## src/rtl/apb_req_master_pkg.sv

```systemverilog
// apb_req_pkg: shared FSM state type, alignment mask and timer register map
package apb_req_pkg;

    typedef enum logic [1:0] {IDLE, SETUP, ACCESS, RESP} state_t;

    localparam logic [1:0] APB_ALIGN_MASK = 2'b11;

    localparam logic [11:0] TCR   = 12'h000;
    localparam logic [11:0] TDR0  = 12'h004;
    localparam logic [11:0] TDR1  = 12'h008;
    localparam logic [11:0] TCMP0 = 12'h00C;
    localparam logic [11:0] TCMP1 = 12'h010;
    localparam logic [11:0] TIER  = 12'h014;
    localparam logic [11:0] TISR  = 12'h018;
    localparam logic [11:0] THCSR = 12'h01C;

endpackage

```

## src/rtl/apb_req_master_if.sv

```systemverilog
// apb_req_master_if: request/response stream plus APB3 bus seen by the request master
interface apb_req_master_if #(
    parameter int ADDR_W = 12,
    parameter int DATA_W = 32
) ();
    logic              req_valid;
    logic              req_ready;
    logic              req_write;
    logic [ADDR_W-1:0] req_addr;
    logic [DATA_W-1:0] req_wdata;
    logic              resp_valid;
    logic              resp_ready;
    logic [DATA_W-1:0] resp_rdata;
    logic              resp_err;
    logic              apb_psel;
    logic              apb_penable;
    logic              apb_pwrite;
    logic [ADDR_W-1:0] apb_paddr;
    logic [DATA_W-1:0] apb_pwdata;
    logic [DATA_W-1:0] apb_prdata;
    logic              apb_pready;
    logic              apb_pslverr;

    modport master (
        input  req_valid, req_write, req_addr, req_wdata, resp_ready,
        input  apb_prdata, apb_pready, apb_pslverr,
        output req_ready, resp_valid, resp_rdata, resp_err,
        output apb_psel, apb_penable, apb_pwrite, apb_paddr, apb_pwdata
    );

    modport slave (
        output req_valid, req_write, req_addr, req_wdata, resp_ready,
        output apb_prdata, apb_pready, apb_pslverr,
        input  req_ready, resp_valid, resp_rdata, resp_err,
        input  apb_psel, apb_penable, apb_pwrite, apb_paddr, apb_pwdata
    );
endinterface

```

## src/rtl/apb_req_master.sv

```systemverilog
// apb_req_master: one-at-a-time valid/ready request to APB3 transfer bridge
// with misalignment rejection and an access-phase timeout.
module apb_req_master
    import apb_req_pkg::*;
#(
    parameter int ADDR_W      = 12,
    parameter int DATA_W      = 32,
    parameter int TIMEOUT_CYC = 16
) (
    input  logic sys_clk,
    input  logic sys_rst,
    apb_req_master_if.master bus
);
    localparam int CW = TIMEOUT_CYC > 0 ? $clog2(TIMEOUT_CYC + 1) : 1;

    state_t            state, state_nx;
    logic              wr_q, err_q, misalign, timeout;
    logic [ADDR_W-1:0] addr_q;
    logic [DATA_W-1:0] wdata_q, rdata_q;
    logic [CW-1:0]     cnt;

    assign misalign = |(bus.req_addr[1:0] & APB_ALIGN_MASK);
    // pready has priority over an expiring timeout
    assign timeout  = TIMEOUT_CYC != 0 && cnt == CW'(TIMEOUT_CYC - 1) && !bus.apb_pready;

    always_comb begin
        state_nx        = state;
        bus.req_ready   = state == IDLE;
        bus.resp_valid  = state == RESP;
        bus.apb_psel    = state == SETUP || state == ACCESS;
        bus.apb_penable = state == ACCESS;
        bus.apb_pwrite  = wr_q;
        bus.apb_paddr   = addr_q;
        bus.apb_pwdata  = wdata_q;
        bus.resp_rdata  = rdata_q;
        bus.resp_err    = err_q;
        case (state)
            IDLE:    state_nx = bus.req_valid ? (misalign ? RESP : SETUP) : IDLE;
            SETUP:   state_nx = ACCESS;
            ACCESS:  state_nx = bus.apb_pready || timeout ? RESP : ACCESS;
            default: state_nx = bus.resp_ready ? IDLE : RESP;
        endcase
    end

    always_ff @(posedge sys_clk) begin
        if (sys_rst) begin
            state   <= IDLE;
            wr_q    <= 1'b0;
            addr_q  <= '0;
            wdata_q <= '0;
            rdata_q <= '0;
            err_q   <= 1'b0;
            cnt     <= '0;
        end else begin
            state <= state_nx;
            if (state == IDLE && bus.req_valid) begin
                rdata_q <= '0;
                err_q   <= misalign;
                // a rejected request never reaches the bus, so leave the bus values alone
                if (!misalign) begin
                    wr_q    <= bus.req_write;
                    addr_q  <= bus.req_addr;
                    wdata_q <= bus.req_wdata;
                end
            end
            if (state == SETUP)
                cnt <= '0;
            else if (state == ACCESS && cnt != CW'(TIMEOUT_CYC))
                cnt <= cnt + 1'b1;
            if (state == ACCESS && bus.apb_pready) begin
                rdata_q <= wr_q ? '0 : bus.apb_prdata;
                err_q   <= bus.apb_pslverr;
            end else if (state == ACCESS && timeout) begin
                rdata_q <= '0;
                err_q   <= 1'b1;
            end
        end
    end
endmodule
```

## src/flat_wrapper.sv

```systemverilog
// flat-port wrapper written by rule: the top's interface ports become plain ports
module apb_req_master_flat import apb_req_pkg::*;
#(
    parameter int ADDR_W      = 12,
    parameter int DATA_W      = 32,
    parameter int TIMEOUT_CYC = 16
)
  (sys_clk, sys_rst, bus_req_valid, bus_req_write, bus_req_addr, bus_req_wdata, bus_resp_ready, bus_apb_prdata, bus_apb_pready, bus_apb_pslverr, bus_req_ready, bus_resp_valid, bus_resp_rdata, bus_resp_err, bus_apb_psel, bus_apb_penable, bus_apb_pwrite, bus_apb_paddr, bus_apb_pwdata);
  apb_req_master_if #(.ADDR_W(ADDR_W), .DATA_W(DATA_W)) bus_i ();
  input  logic sys_clk;
  input  logic sys_rst;
  input wire logic [$bits(bus_i.req_valid)-1:0] bus_req_valid;
  input wire logic [$bits(bus_i.req_write)-1:0] bus_req_write;
  input wire logic [$bits(bus_i.req_addr)-1:0] bus_req_addr;
  input wire logic [$bits(bus_i.req_wdata)-1:0] bus_req_wdata;
  input wire logic [$bits(bus_i.resp_ready)-1:0] bus_resp_ready;
  input wire logic [$bits(bus_i.apb_prdata)-1:0] bus_apb_prdata;
  input wire logic [$bits(bus_i.apb_pready)-1:0] bus_apb_pready;
  input wire logic [$bits(bus_i.apb_pslverr)-1:0] bus_apb_pslverr;
  output wire logic [$bits(bus_i.req_ready)-1:0] bus_req_ready;
  output wire logic [$bits(bus_i.resp_valid)-1:0] bus_resp_valid;
  output wire logic [$bits(bus_i.resp_rdata)-1:0] bus_resp_rdata;
  output wire logic [$bits(bus_i.resp_err)-1:0] bus_resp_err;
  output wire logic [$bits(bus_i.apb_psel)-1:0] bus_apb_psel;
  output wire logic [$bits(bus_i.apb_penable)-1:0] bus_apb_penable;
  output wire logic [$bits(bus_i.apb_pwrite)-1:0] bus_apb_pwrite;
  output wire logic [$bits(bus_i.apb_paddr)-1:0] bus_apb_paddr;
  output wire logic [$bits(bus_i.apb_pwdata)-1:0] bus_apb_pwdata;
  assign bus_i.req_valid = bus_req_valid;
  assign bus_i.req_write = bus_req_write;
  assign bus_i.req_addr = bus_req_addr;
  assign bus_i.req_wdata = bus_req_wdata;
  assign bus_i.resp_ready = bus_resp_ready;
  assign bus_i.apb_prdata = bus_apb_prdata;
  assign bus_i.apb_pready = bus_apb_pready;
  assign bus_i.apb_pslverr = bus_apb_pslverr;
  assign bus_req_ready = bus_i.req_ready;
  assign bus_resp_valid = bus_i.resp_valid;
  assign bus_resp_rdata = bus_i.resp_rdata;
  assign bus_resp_err = bus_i.resp_err;
  assign bus_apb_psel = bus_i.apb_psel;
  assign bus_apb_penable = bus_i.apb_penable;
  assign bus_apb_pwrite = bus_i.apb_pwrite;
  assign bus_apb_paddr = bus_i.apb_paddr;
  assign bus_apb_pwdata = bus_i.apb_pwdata;
  apb_req_master #(.ADDR_W(ADDR_W), .DATA_W(DATA_W), .TIMEOUT_CYC(TIMEOUT_CYC)) u_core (.sys_clk(sys_clk), .sys_rst(sys_rst), .bus(bus_i));
endmodule
```

## config.mk

```make
export PLATFORM = sky130hd
export DESIGN_NAME = apb_req_master_flat
export DESIGN_NICKNAME = d
export VERILOG_FILES = /design/src/rtl/apb_req_master_pkg.sv /design/src/rtl/apb_req_master_if.sv /design/src/rtl/apb_req_master.sv /design/src/flat_wrapper.sv
export SDC_FILE = /design/constraint.sdc
export NUM_CORES = 1
export LEC_CHECK = 0
export ABC_CLOCK_PERIOD_IN_PS = 2500
export CAP_MARGIN = 10
export CORE_MARGIN = 2
export CORE_UTILIZATION = 42
export CTS_CLUSTER_DIAMETER = 120
export DETAILED_ROUTE_END_ITERATION = 16
export GPL_TIMING_DRIVEN = 0
export PLACE_DENSITY = 0.89
export SYNTH_ARGS = -nofsm -noshare
export SYNTH_HDL_FRONTEND = slang
export SYNTH_SLANG_ARGS = --single-unit
export TNS_END_PERCENT = 1
```

## constraint.sdc

```tcl
create_clock -name sys_clk -period 2.5 [get_ports sys_clk]
set_input_delay 0.5 -clock sys_clk [delete_from_list [all_inputs] [get_ports sys_clk]]
set_output_delay 0.5 -clock sys_clk [all_outputs]
set_load 0.005 [all_outputs]
```

==> metrics list <==
* Hold Buf Count CTS: 0
- Ports placed on the boundary: 165
- The clock arrives with 10.7 ps of skew.
- Data on the critical path arrives at its endpoint at 1670 ps.
* Yosys top cell area share: 55.7%
- Clock net sink count: 85
- For this design the static power due to leakage is 1.84 nW.
* Final period utilization: 86.7%
* Critical-path maximum fanout: 9
* Max Cap Violations: 0
- Counting cells, the worst reg-to-reg path comes to 7.
- Buffers from clock root to sink, at most: 2
- Global route overflow: 0
* Critical path's slowest cell: sky130_fd_sc_hd__clkdlybuf4s50_1
- The finished cells cover 5040 µm².
- RSZ-0062 raised after global routing: no
- Setup TNS: 0 ps
- Number of unique standard cell types used by synthesis: 31
- Synthesized area per cell: 9.67 µm²
- Global router's overall resource usage: 20.4%
- Smallest setup slack after layout: 333 ps
- During synthesis, Yosys emitted a total of 0 warnings.
* Net total in the final layout: 581
* Total cell area at the placement stage: 4820 µm²
- Least-Margin Pin Slew: 433 ps
- The clock period could shrink to 2170 ps.
* Postcts setup bufs: 0
- Port buffer count: 164
* Placement Setup Slack: 539 ps
* Iteration-0 DRC count of the detailed router: 76
- The first global-routing pass estimated 12.6 mm of wire.
* Class of the most critical hold timing path: reg2reg
* Total CTS buffers: 9
- The die covers 7980 µm².
- The final count of pins violating max slew came to 0.
* Total setup violations reported at the end of the flow: 0
* Worst IR Drop VDD: 0.000358 V
- CTS built an H-tree with a depth of 3.
* Via count normalized by instance count: 4.88
* Min-Delay Path Depth: 2
- Critical path start-end classification: reg2out
- Die outline width: 89.3 µm
- In the layout the commonest cells are sky130_fd_sc_hd__clkdlybuf4s50_1 (164), sky130_fd_sc_hd__nand2_1 (92), sky130_fd_sc_hd__dfxtp_1 (85), sky130_fd_sc_hd__a21oi_1 (44).
- The number of antenna diodes in the final layout is 0.
* Max_slew headroom: 71.0%
- The number of nets handed over by synthesis was 406.
- Total wire length: 8.58 mm
* Register clock-pin slew on the reported worst setup and hold paths: 80 ps
- The run finished with clean final reports.
* Clk Tree Root Cell: sky130_fd_sc_hd__clkbuf_8
- Dominant cell type by area after synthesis: sky130_fd_sc_hd__dfxtp_1
- The post-route netlist has 11.1% of its cells at a drive strength greater than 1.
* Number of antenna violations at the first check in global routing: 0
- Synthesis handed over a netlist of 316 instances.
- Pwr Density: 647 nW/µm²
* Clock latency at the later pin of the worst-skew pair: 330 ps
- Area growth syn-to-layout: 64.8%
- Initial Util: 42.8%
- Summed over all nets, the half-perimeter wirelength after detailed placement is 6.62 mm.
- After synthesis the netlist holds a flip-flop and latch count of 85.
- Remaining antenna violation count after routing: 0
- Clock tree from TritonCTS: done
- Fraction of registers with async set/reset: 0%
- EDFF count, synth: 0
* Via Count: 2905
- In this run the core area contains 31 standard-cell rows.
- Summed instance area of the synthesized netlist: 3060 µm²
* Synth area leaders: sky130_fd_sc_hd__dfxtp_1 (56%), sky130_fd_sc_hd__nand2_1 (11%), sky130_fd_sc_hd__a21oi_1 (7.2%), sky130_fd_sc_hd__a22o_2 (5.2%), sky130_fd_sc_hd__a22o_1 (4.6%)
* Most used flip-flop cell after synthesis: sky130_fd_sc_hd__dfxtp_1
- The number of hold violations in the final report came to 0.
* Pin count of the biggest net entering global routing: 15
- Timing would allow up to 0.461 GHz.
- Required time of the worst setup path: 2000 ps
- Max incr delay on CP: 570 ps
* DRT Pass-1 Iters: 4
* Worst Setup End Kind: primary output
- Routability Congestion: 0.754
- Critical path, cell by cell: inv_1 -> ha_1 -> clkdlybuf4s50_1
- Leaving out fill and tap cells, the most frequent cell in the layout is sky130_fd_sc_hd__clkdlybuf4s50_1.
- In the routed design, unresolved DRC markers number 0.
- Number of cells upsized or downsized after cts: 0
- The floorplan step set the die height to 89.3 µm.
* Number of global-route vias before repair: 2780
- Core ar.: 7140 µm²
* Critical path startpoint category: register
- Sequential elements use 55.7% of the synthesized area.
* Mean routed wirelength per cell: 14.4 µm
[power breakdown]
group	internal [mW]	leakage (nW)	switching [mW]
Clock	0.568	0.100	0.468
Combinational	0.425	1.05	0.293
Sequential	1.45	0.689	0.0568
Total	2.44	1.84	0.818
[sequential cells by signal (all words and copies together) (netlist names)]
register / count
u_core.bus.apb_paddr: 12
u_core.bus.resp_err: 1
u_core.cnt: 5
u_core.bus.apb_pwrite: 1
u_core.bus.apb_pwdata: 32
u_core.state: 2
u_core.bus.resp_rdata: 32
[synth_stat cells (all sizes together), types with 2 or more instances]
master	instances
dfxtp	85
nor3b	2
nor3	3
nand2	93
a22o	32
inv	5
mux2i	2
a21oi	44
nor2	3
ha	7
o21ai	5
buf	20
nand4bb	2
[layout make-up]
type | instances | area, µm²
Multi-Input combinational cell | 205 | 1180
Clock buffer | 11 | 131
Inverter | 5 | 18.8
Fill cell | 566 | 2100
Clock inverter | 5 | 83.8
Tap cell | 99 | 124
Buffer | 21 | 154
Timing Repair Buffer | 164 | 1640
Sequential cell | 85 | 1700
[final timing paths]
kind	start	endpoint	slack, ps
worst min register to register	u_core.bus.apb_paddr[7]$_SDFFE_PP0P_	u_core.bus.apb_paddr[7]$_SDFFE_PP0P_	460
worst max register to register	u_core.cnt[0]$_SDFFE_PP0P_	u_core.bus.resp_rdata[11]$_SDFFE_PP0P_	630
worst max-delay path	u_core.state[0]$_SDFF_PP0_	bus_apb_penable	330
worst min-delay path	u_core.bus.apb_paddr[7]$_SDFFE_PP0P_	u_core.bus.apb_paddr[7]$_SDFFE_PP0P_	460
[cell families (layout without fill, tap and decap cells)]
family | count (synthesis) | in the layout | share of synthesized area, %
buffers and inverters | 26 | 206 | 5.65
flip-flops | 85 | 85 | 55.7
adder cells (fa/ha/maj) | 7 | 7 | 2.87
AND/OR/NAND/NOR | 109 | 109 | 15.8
XOR/XNOR | 1 | 1 | 0.287
AO/OA/AOI/OAI | 86 | 86 | 19.1
multiplexers | 2 | 2 | 0.655
[per-stage QoR]
stage | instances | power [mW] | util (%) | hold slack, ps
3_5_place_dp | 579 | 2.25 | 67.6 | 448
5_1_grt | 595 | 3.42 | 70.6 | 472
2_1_floorplan | 316 | 1.84 | - | 453
6_report | 595 | 3.26 | 70.6 | 456
4_1_cts | 595 | 3.29 | 70.6 | 458
3_3_place_gp | 579 | 2.22 | 67.6 | 441
[worst max-delay path, delay by kind of cell, from the launching register on]
kind                       cells  cell delay [ps]
buffers and inverters          2              660
DFF                            1              340
adders and majority gates      1              340
[routing by layer]
layer	global-route usage, %	routed length [µm]
met1	22.9	3430
met2	36.2	4250
met5	0	0
met4	8.55	187
met3	5.82	718
Note: power is estimated with default switching activity, not from simulation.
